**config.mk**
```make
export PLATFORM = sky130hd
export DESIGN_NAME = morse_encoder
export DESIGN_NICKNAME = d
export VERILOG_FILES = /design/src/rtl/morse_encoder_pkg.sv /design/src/rtl/morse_unit_timer.sv /design/src/rtl/morse_encoder.sv
export SDC_FILE = /design/constraint.sdc
export NUM_CORES = 1
export LEC_CHECK = 0
export CORE_ASPECT_RATIO = 1.1
export CORE_MARGIN = 2
export CORE_UTILIZATION = 50
export CTS_CLUSTER_SIZE = 20
export DETAILED_ROUTE_END_ITERATION = 12
export GPL_TIMING_DRIVEN = 1
export HOLD_SLACK_MARGIN = 0.08
export PLACE_DENSITY = 0.75
export SLEW_MARGIN = 15
export SYNTH_ARGS = -nofsm -noshare
export SYNTH_HDL_FRONTEND = slang
export SYNTH_SLANG_ARGS = --single-unit
```
**constraint.sdc**
```tcl
create_clock -name clock -period 3 [get_ports clock]
set_clock_uncertainty 0.2 [all_clocks]
set_input_delay 0.3 -clock clock [delete_from_list [all_inputs] [get_ports clock]]
set_output_delay 0.3 -clock clock [all_outputs]
set_load 0.005 [all_outputs]
```
**src/rtl/morse_encoder_pkg.sv**
```systemverilog
// Shared Morse constants and the encoder state type. The field codes match the
// packed words that the player input modules store in RAM.
package morse_encoder_pkg;

   localparam logic [1:0] MORSE_NONE = 2'b00;
   localparam logic [1:0] MORSE_DOT  = 2'b01;
   localparam logic [1:0] MORSE_LINE = 2'b11;

   localparam int CODE_W   = 10;
   localparam int SYM_W    = 2;
   localparam int MAX_SYMS = 5;

   typedef enum logic [2:0] {
      S_IDLE,
      S_SCAN,
      S_MARK,
      S_SPACE,
      S_END_GAP,
      S_DONE
   } state_t;

endpackage

```
**src/rtl/morse_unit_timer.sv**
```systemverilog
// Interval timer: a prescaler that produces one tick per time unit, followed by a
// unit down-counter. A load restarts the prescaler so every interval is exact.
module morse_unit_timer #(
   parameter int UNIT_CYCLES = 25000000,
   parameter int UNITS_W     = 2
) (
   input  logic               clock,
   input  logic               reset,
   input  logic               load,
   input  logic [UNITS_W-1:0] units,
   output logic               expired
);

   localparam int PRE_W = (UNIT_CYCLES > 1) ? $clog2(UNIT_CYCLES) : 1;

   logic [PRE_W-1:0]   pre;
   logic [UNITS_W-1:0] ucnt;
   logic               unit_tick;

   assign unit_tick = (pre == PRE_W'(UNIT_CYCLES - 1));
   // High on the last cycle of the loaded interval.
   assign expired   = unit_tick && (ucnt == UNITS_W'(1));

   always_ff @(posedge clock or posedge reset) begin
      if (reset) begin
         pre  <= '0;
         ucnt <= '0;
      end else if (load) begin
         pre  <= '0;
         ucnt <= units;
      end else begin
         pre <= unit_tick ? '0 : pre + PRE_W'(1);
         if (unit_tick && (ucnt != '0))
            ucnt <= ucnt - UNITS_W'(1);
      end
   end

endmodule

```
**src/rtl/morse_encoder.sv**
```systemverilog
// Plays one packed Morse word as a timed on/off mark signal, oldest field first,
// and pulses done when the trailing gap has elapsed.
module morse_encoder
   import morse_encoder_pkg::*;
#(
   parameter int UNIT_CYCLES = 25000000,
   parameter int DOT_UNITS   = 1,
   parameter int LINE_UNITS  = 3,
   parameter int GAP_UNITS   = 1,
   parameter int END_UNITS   = 3
) (
   input  logic              clock,
   input  logic              reset,
   input  logic              start,
   input  logic [CODE_W-1:0] code,
   output logic              mark_out,
   output logic              busy,
   output logic              done
);

   localparam int MAX_UNITS = (LINE_UNITS > END_UNITS) ? LINE_UNITS : END_UNITS;
   localparam int UNITS_W   = $clog2(MAX_UNITS + 1);
   localparam int SCNT_W    = $clog2(MAX_SYMS + 1);

   state_t              state;
   state_t              state_next;
   logic [CODE_W-1:0]   sreg;
   logic [SCNT_W-1:0]   scnt;
   logic                played;
   logic [SYM_W-1:0]    field;
   logic                timer_load;
   logic [UNITS_W-1:0]  timer_units;
   logic                expired;

   assign field = sreg[CODE_W-1 -: SYM_W];

   morse_unit_timer #(
      .UNIT_CYCLES (UNIT_CYCLES),
      .UNITS_W     (UNITS_W)
   ) u_timer (
      .clock   (clock),
      .reset   (reset),
      .load    (timer_load),
      .units   (timer_units),
      .expired (expired)
   );

   // The timer is loaded on the same edge that enters a timed state.
   always_comb begin
      state_next  = state;
      timer_load  = 1'b0;
      timer_units = UNITS_W'(GAP_UNITS);
      case (state)
         S_IDLE: if (start) state_next = S_SCAN;
         S_SCAN: begin
            if (scnt != '0) begin
               case (field)
                  MORSE_DOT: begin
                     state_next  = S_MARK;
                     timer_load  = 1'b1;
                     timer_units = UNITS_W'(DOT_UNITS);
                  end
                  MORSE_LINE: begin
                     state_next  = S_MARK;
                     timer_load  = 1'b1;
                     timer_units = UNITS_W'(LINE_UNITS);
                  end
                  MORSE_NONE: state_next = S_SCAN;
                  default:    state_next = S_SCAN;
               endcase
            end else if (played) begin
               state_next  = S_END_GAP;
               timer_load  = 1'b1;
               timer_units = UNITS_W'(END_UNITS);
            end else begin
               state_next = S_DONE;
            end
         end
         S_MARK: begin
            if (expired) begin
               state_next  = S_SPACE;
               timer_load  = 1'b1;
               timer_units = UNITS_W'(GAP_UNITS);
            end
         end
         S_SPACE:   if (expired) state_next = S_SCAN;
         S_END_GAP: if (expired) state_next = S_DONE;
         S_DONE:    state_next = S_IDLE;
         default:   state_next = S_IDLE;
      endcase
   end

   // Outputs are registered from the next state so mark_out cannot glitch.
   always_ff @(posedge clock or posedge reset) begin
      if (reset) begin
         state    <= S_IDLE;
         sreg     <= '0;
         scnt     <= '0;
         played   <= 1'b0;
         mark_out <= 1'b0;
         busy     <= 1'b0;
         done     <= 1'b0;
      end else begin
         state    <= state_next;
         mark_out <= (state_next == S_MARK);
         busy     <= (state_next != S_IDLE);
         done     <= (state_next == S_DONE);
         if ((state == S_IDLE) && start) begin
            sreg   <= code;
            scnt   <= SCNT_W'(MAX_SYMS);
            played <= 1'b0;
         end else if ((state == S_SCAN) && (scnt != '0)) begin
            sreg <= sreg << SYM_W;
            scnt <= scnt - SCNT_W'(1);
            if (state_next == S_MARK)
               played <= 1'b1;
         end
      end
   end

endmodule

```
==> results.txt <==
The run finished with clean final reports. The share of synthesized area in the top cell type comes to 0.480. Hold repair after CTS inserted 0 buffers.

The relative max-transition margin came out at 0.500. The arrival time reported for the critical path endpoint came out at 2.28 ns. In the global route stage, overall resource usage came out at 0.185. The final standard cell area without fillers is 2700 um^2. The via count came out at 1821. The max-cap check violation count is 0. The I/O pin total is 16. The total half-perimeter wirelength after legalization and detailed placement is 3190 um. The tree is rooted in a sky130_fd_sc_hd__clkbuf_8. Leaving out fill and tap cells, the most frequent cells in the layout are sky130_fd_sc_hd__dfrtp_1, sky130_fd_sc_hd__nand2_1, sky130_fd_sc_hd__nor2_1, sky130_fd_sc_hd__xor2_1, sky130_fd_sc_hd__clkdlybuf4s50_1.

Adding up every negative setup slack in the final design gives 0 ns. A synthesized cell averages 9.73 um^2. Leaving out fill and tap cells, the most frequent cell in the layout is sky130_fd_sc_hd__dfrtp_1. The placed instances occupy a cell area of 2620 um^2. By startpoint and endpoint, the worst setup path is classified as flop to flop. The post-route minimum period came out at 2.27 ns. The startpoint of the worst-slack reg-to-reg timing path is u_timer.pre[0]. The overall die width came out at 70.8 um. The async set-or-reset flop fraction in the synthesized netlist is 1.00. Of the synthesized area, sequential elements account for 0.480. The via count of the first global-routing pass came out at 1755. The power density over the cells is 712 nW/um^2. The number of pins exceeding their max-slew limit in the final report is 0.

The detailed-route wire length came out at 4460 um. The count of endpoints failing setup in the final report came out at 0. The number of flops mapped to enable cells by yosys is 0. The final clock period utilization by the worst path is 0.755. The data required time at the worst endpoint is 3.02 ns. The worst setup path is captured at a flop. Compared with the post-synthesis result, the final layout area differs by 10.3%. The net count reported at finish is 283. The cell count after synthesis came out at 252. The number of port buffers is 15.

The worst register-to-register path has a depth of 5. The path class of the tightest hold or removal check is input port to async pin. The slew at the pin closest to its max-slew limit came out at 0.744 ns. Derived from the worst setup path, the maximum achievable clock frequency is 441 MHz.

The maximum fanout along the worst path is 6. The cell area after technology mapping is 2450 um^2. The worst hold slack came out at 0.0799 ns. The number of antenna violations at the first check in global routing came out at 0. Synthesis inferred 47 register bits. Setup repair after global routing left no endpoint under its margin. In this run the standard cell core region covers 4680 um^2.

The number of synthesis warnings came out at 0. The maximum clock insertion buffer count is 2. The final count of hold timing violations came out at 0. The number of setup buffers added after CTS is 0. The final routed DRC violation total came out at 0. The pin count of the biggest net entering global routing came out at 32. Counting every net in the synthesized netlist gives 270. The via count normalized by instance count came out at 5.67.

Summed over all layers, the global routing overflow is 0. The worst voltage drop across the vdd grid is 0.331 mV. The DRC marker count from the first detailed-route iteration came out at 156.

The average wire length per cell after detail routing came out at 13.9 um. The clock net sink count is 47. The number of search-and-repair iterations in the first detailed-routing pass is 5. The synthesized netlist contains 46 unique library cells. The congestion estimate from routability-driven global placement came to 0.810. The diode insertion count for antenna repair is 0. In this run the critical register-to-register path is captured at u_timer.ucnt[1]. The die is 77.4 um tall. TritonCTS built the clock tree. In the post-synthesis netlist, the biggest area contributors are sky130_fd_sc_hd__dfrtp_1, sky130_fd_sc_hd__xor2_1, sky130_fd_sc_hd__nand2_1, sky130_fd_sc_hd__nor2_1, sky130_fd_sc_hd__nand3_1. The effective utilization at floorplan came out at 0.523. Of all cell types, the one taking the most synthesized area is sky130_fd_sc_hd__dfrtp_1. Once detail routing completed, the nets flagged for antenna violations numbered 0. Among all flip-flop cells after synthesis, the most frequent one is sky130_fd_sc_hd__dfrtp_1. After clock tree synthesis, the clock-pin slew on the worst setup and hold paths is 0.08 ns. For the worst-skew pair, the clock arrives at the later sink with an insertion delay of 0.30 ns. The number of gates resized after cts came out at 0. The share of cells above drive strength 1 is 0.102. The reg2reg setup slack came out at 0.73 ns.

The analysis attributes to cell leakage a power of 1.21 nW. The worst setup path is launched from a flop. The number of clock buffers inserted by TritonCTS came out at 5. The number of placement rows came out at 26. The total die area is 5480 um^2.

The first global-routing pass estimated 8170 um of wire. The H-tree level count came out at 2.
==> layout make-up <==
cell class / instances / area, um^2
sequential: 47 / 1180
clock buffer: 6 / 82.6
tap: 56 / 70.1
timing repair buffer: 18 / 173
fill: 408 / 1980
multi-input combinational: 186 / 1170
clock inverter: 1 / 5.00
inverter: 7 / 26.3
==> worst max-delay path, stage by stage, from the launching register on <==
cell,delay (ns)
sky130_fd_sc_hd__dfrtp_1,0.42
sky130_fd_sc_hd__ha_1,0.30
sky130_fd_sc_hd__nand3_1,0.22
sky130_fd_sc_hd__nor4_1,0.50
sky130_fd_sc_hd__mux2_2,0.39
sky130_fd_sc_hd__o22ai_1,0.16
==> metal layers <==
| metal | vias up | share of wire | GRT usage |
|---|---|---|---|
| met3 | 7 | 0.026 | 0.0403 |
| met5 | - | 0 | 0 |
| li1 | 893 | - | - |
| met2 | 29 | 0.49 | 0.290 |
| met1 | 892 | 0.47 | 0.250 |
| met4 | 0 | 0.018 | 0.0736 |
==> cells in the mapped netlist, types with 3 or more instances <==
cell	count
sky130_fd_sc_hd__buf_4	3
sky130_fd_sc_hd__inv_1	7
sky130_fd_sc_hd__xnor2_1	4
sky130_fd_sc_hd__o21ai_0	6
sky130_fd_sc_hd__xor2_1	20
sky130_fd_sc_hd__a21oi_1	7
sky130_fd_sc_hd__and4_1	3
sky130_fd_sc_hd__clkbuf_1	4
sky130_fd_sc_hd__a22oi_1	8
sky130_fd_sc_hd__nand2_1	38
sky130_fd_sc_hd__nand3_1	13
sky130_fd_sc_hd__nand4_1	10
sky130_fd_sc_hd__dfrtp_1	47
sky130_fd_sc_hd__ha_1	5
sky130_fd_sc_hd__nor2_1	32
sky130_fd_sc_hd__and3_1	4
sky130_fd_sc_hd__nor4b_1	3
==> cells by family after synthesis <==
group / synth area share
simple gates: 0.271
flops: 0.480
compound gates: 0.0796
xor+xnor: 0.0858
buf+inv: 0.0449
fa+ha+maj: 0.0255
mux: 0.0133
==> power breakdown <==
part / total (mW) / internal (mW) / switching, mW
sequential: 0.948 / 0.793 / 0.155
clock: 0.382 / 0.181 / 0.201
combinational: 0.596 / 0.265 / 0.331
total: 1.93 / 1.24 / 0.687
==> how the worst max path moves through the flow <==
stage	from	end	slack (ns)
after floorplan	scnt[0]	u_timer.ucnt[0]	0.92
after global placement	scnt[0]	u_timer.ucnt[0]	0.79
after detailed placement	scnt[0]	u_timer.ucnt[0]	0.77
after CTS	scnt[0]	u_timer.ucnt[0]	0.75
after global routing	u_timer.pre[0]	u_timer.pre[24]	0.57
final	u_timer.pre[0]	u_timer.ucnt[1]	0.73
==> stage by stage <==
step	utilization	cells	total power [mW]	worst slack (ns)
CTS	0.577	321	1.95	0.753
global placement	0.558	314	1.53	0.787
floorplan	-	252	1.40	0.922
detailed placement	0.558	314	1.56	0.768
finish	0.577	321	1.93	0.734
global route	0.577	321	2.08	0.566
==> state kept, by name (all words and copies together) (netlist names) <==
register,count
mark_out,1
done,1
u_timer.pre,25
u_timer.ucnt,2
scnt,3
busy,1
played,1
state,3
sreg,10
Power figures use the tool's default switching activity.
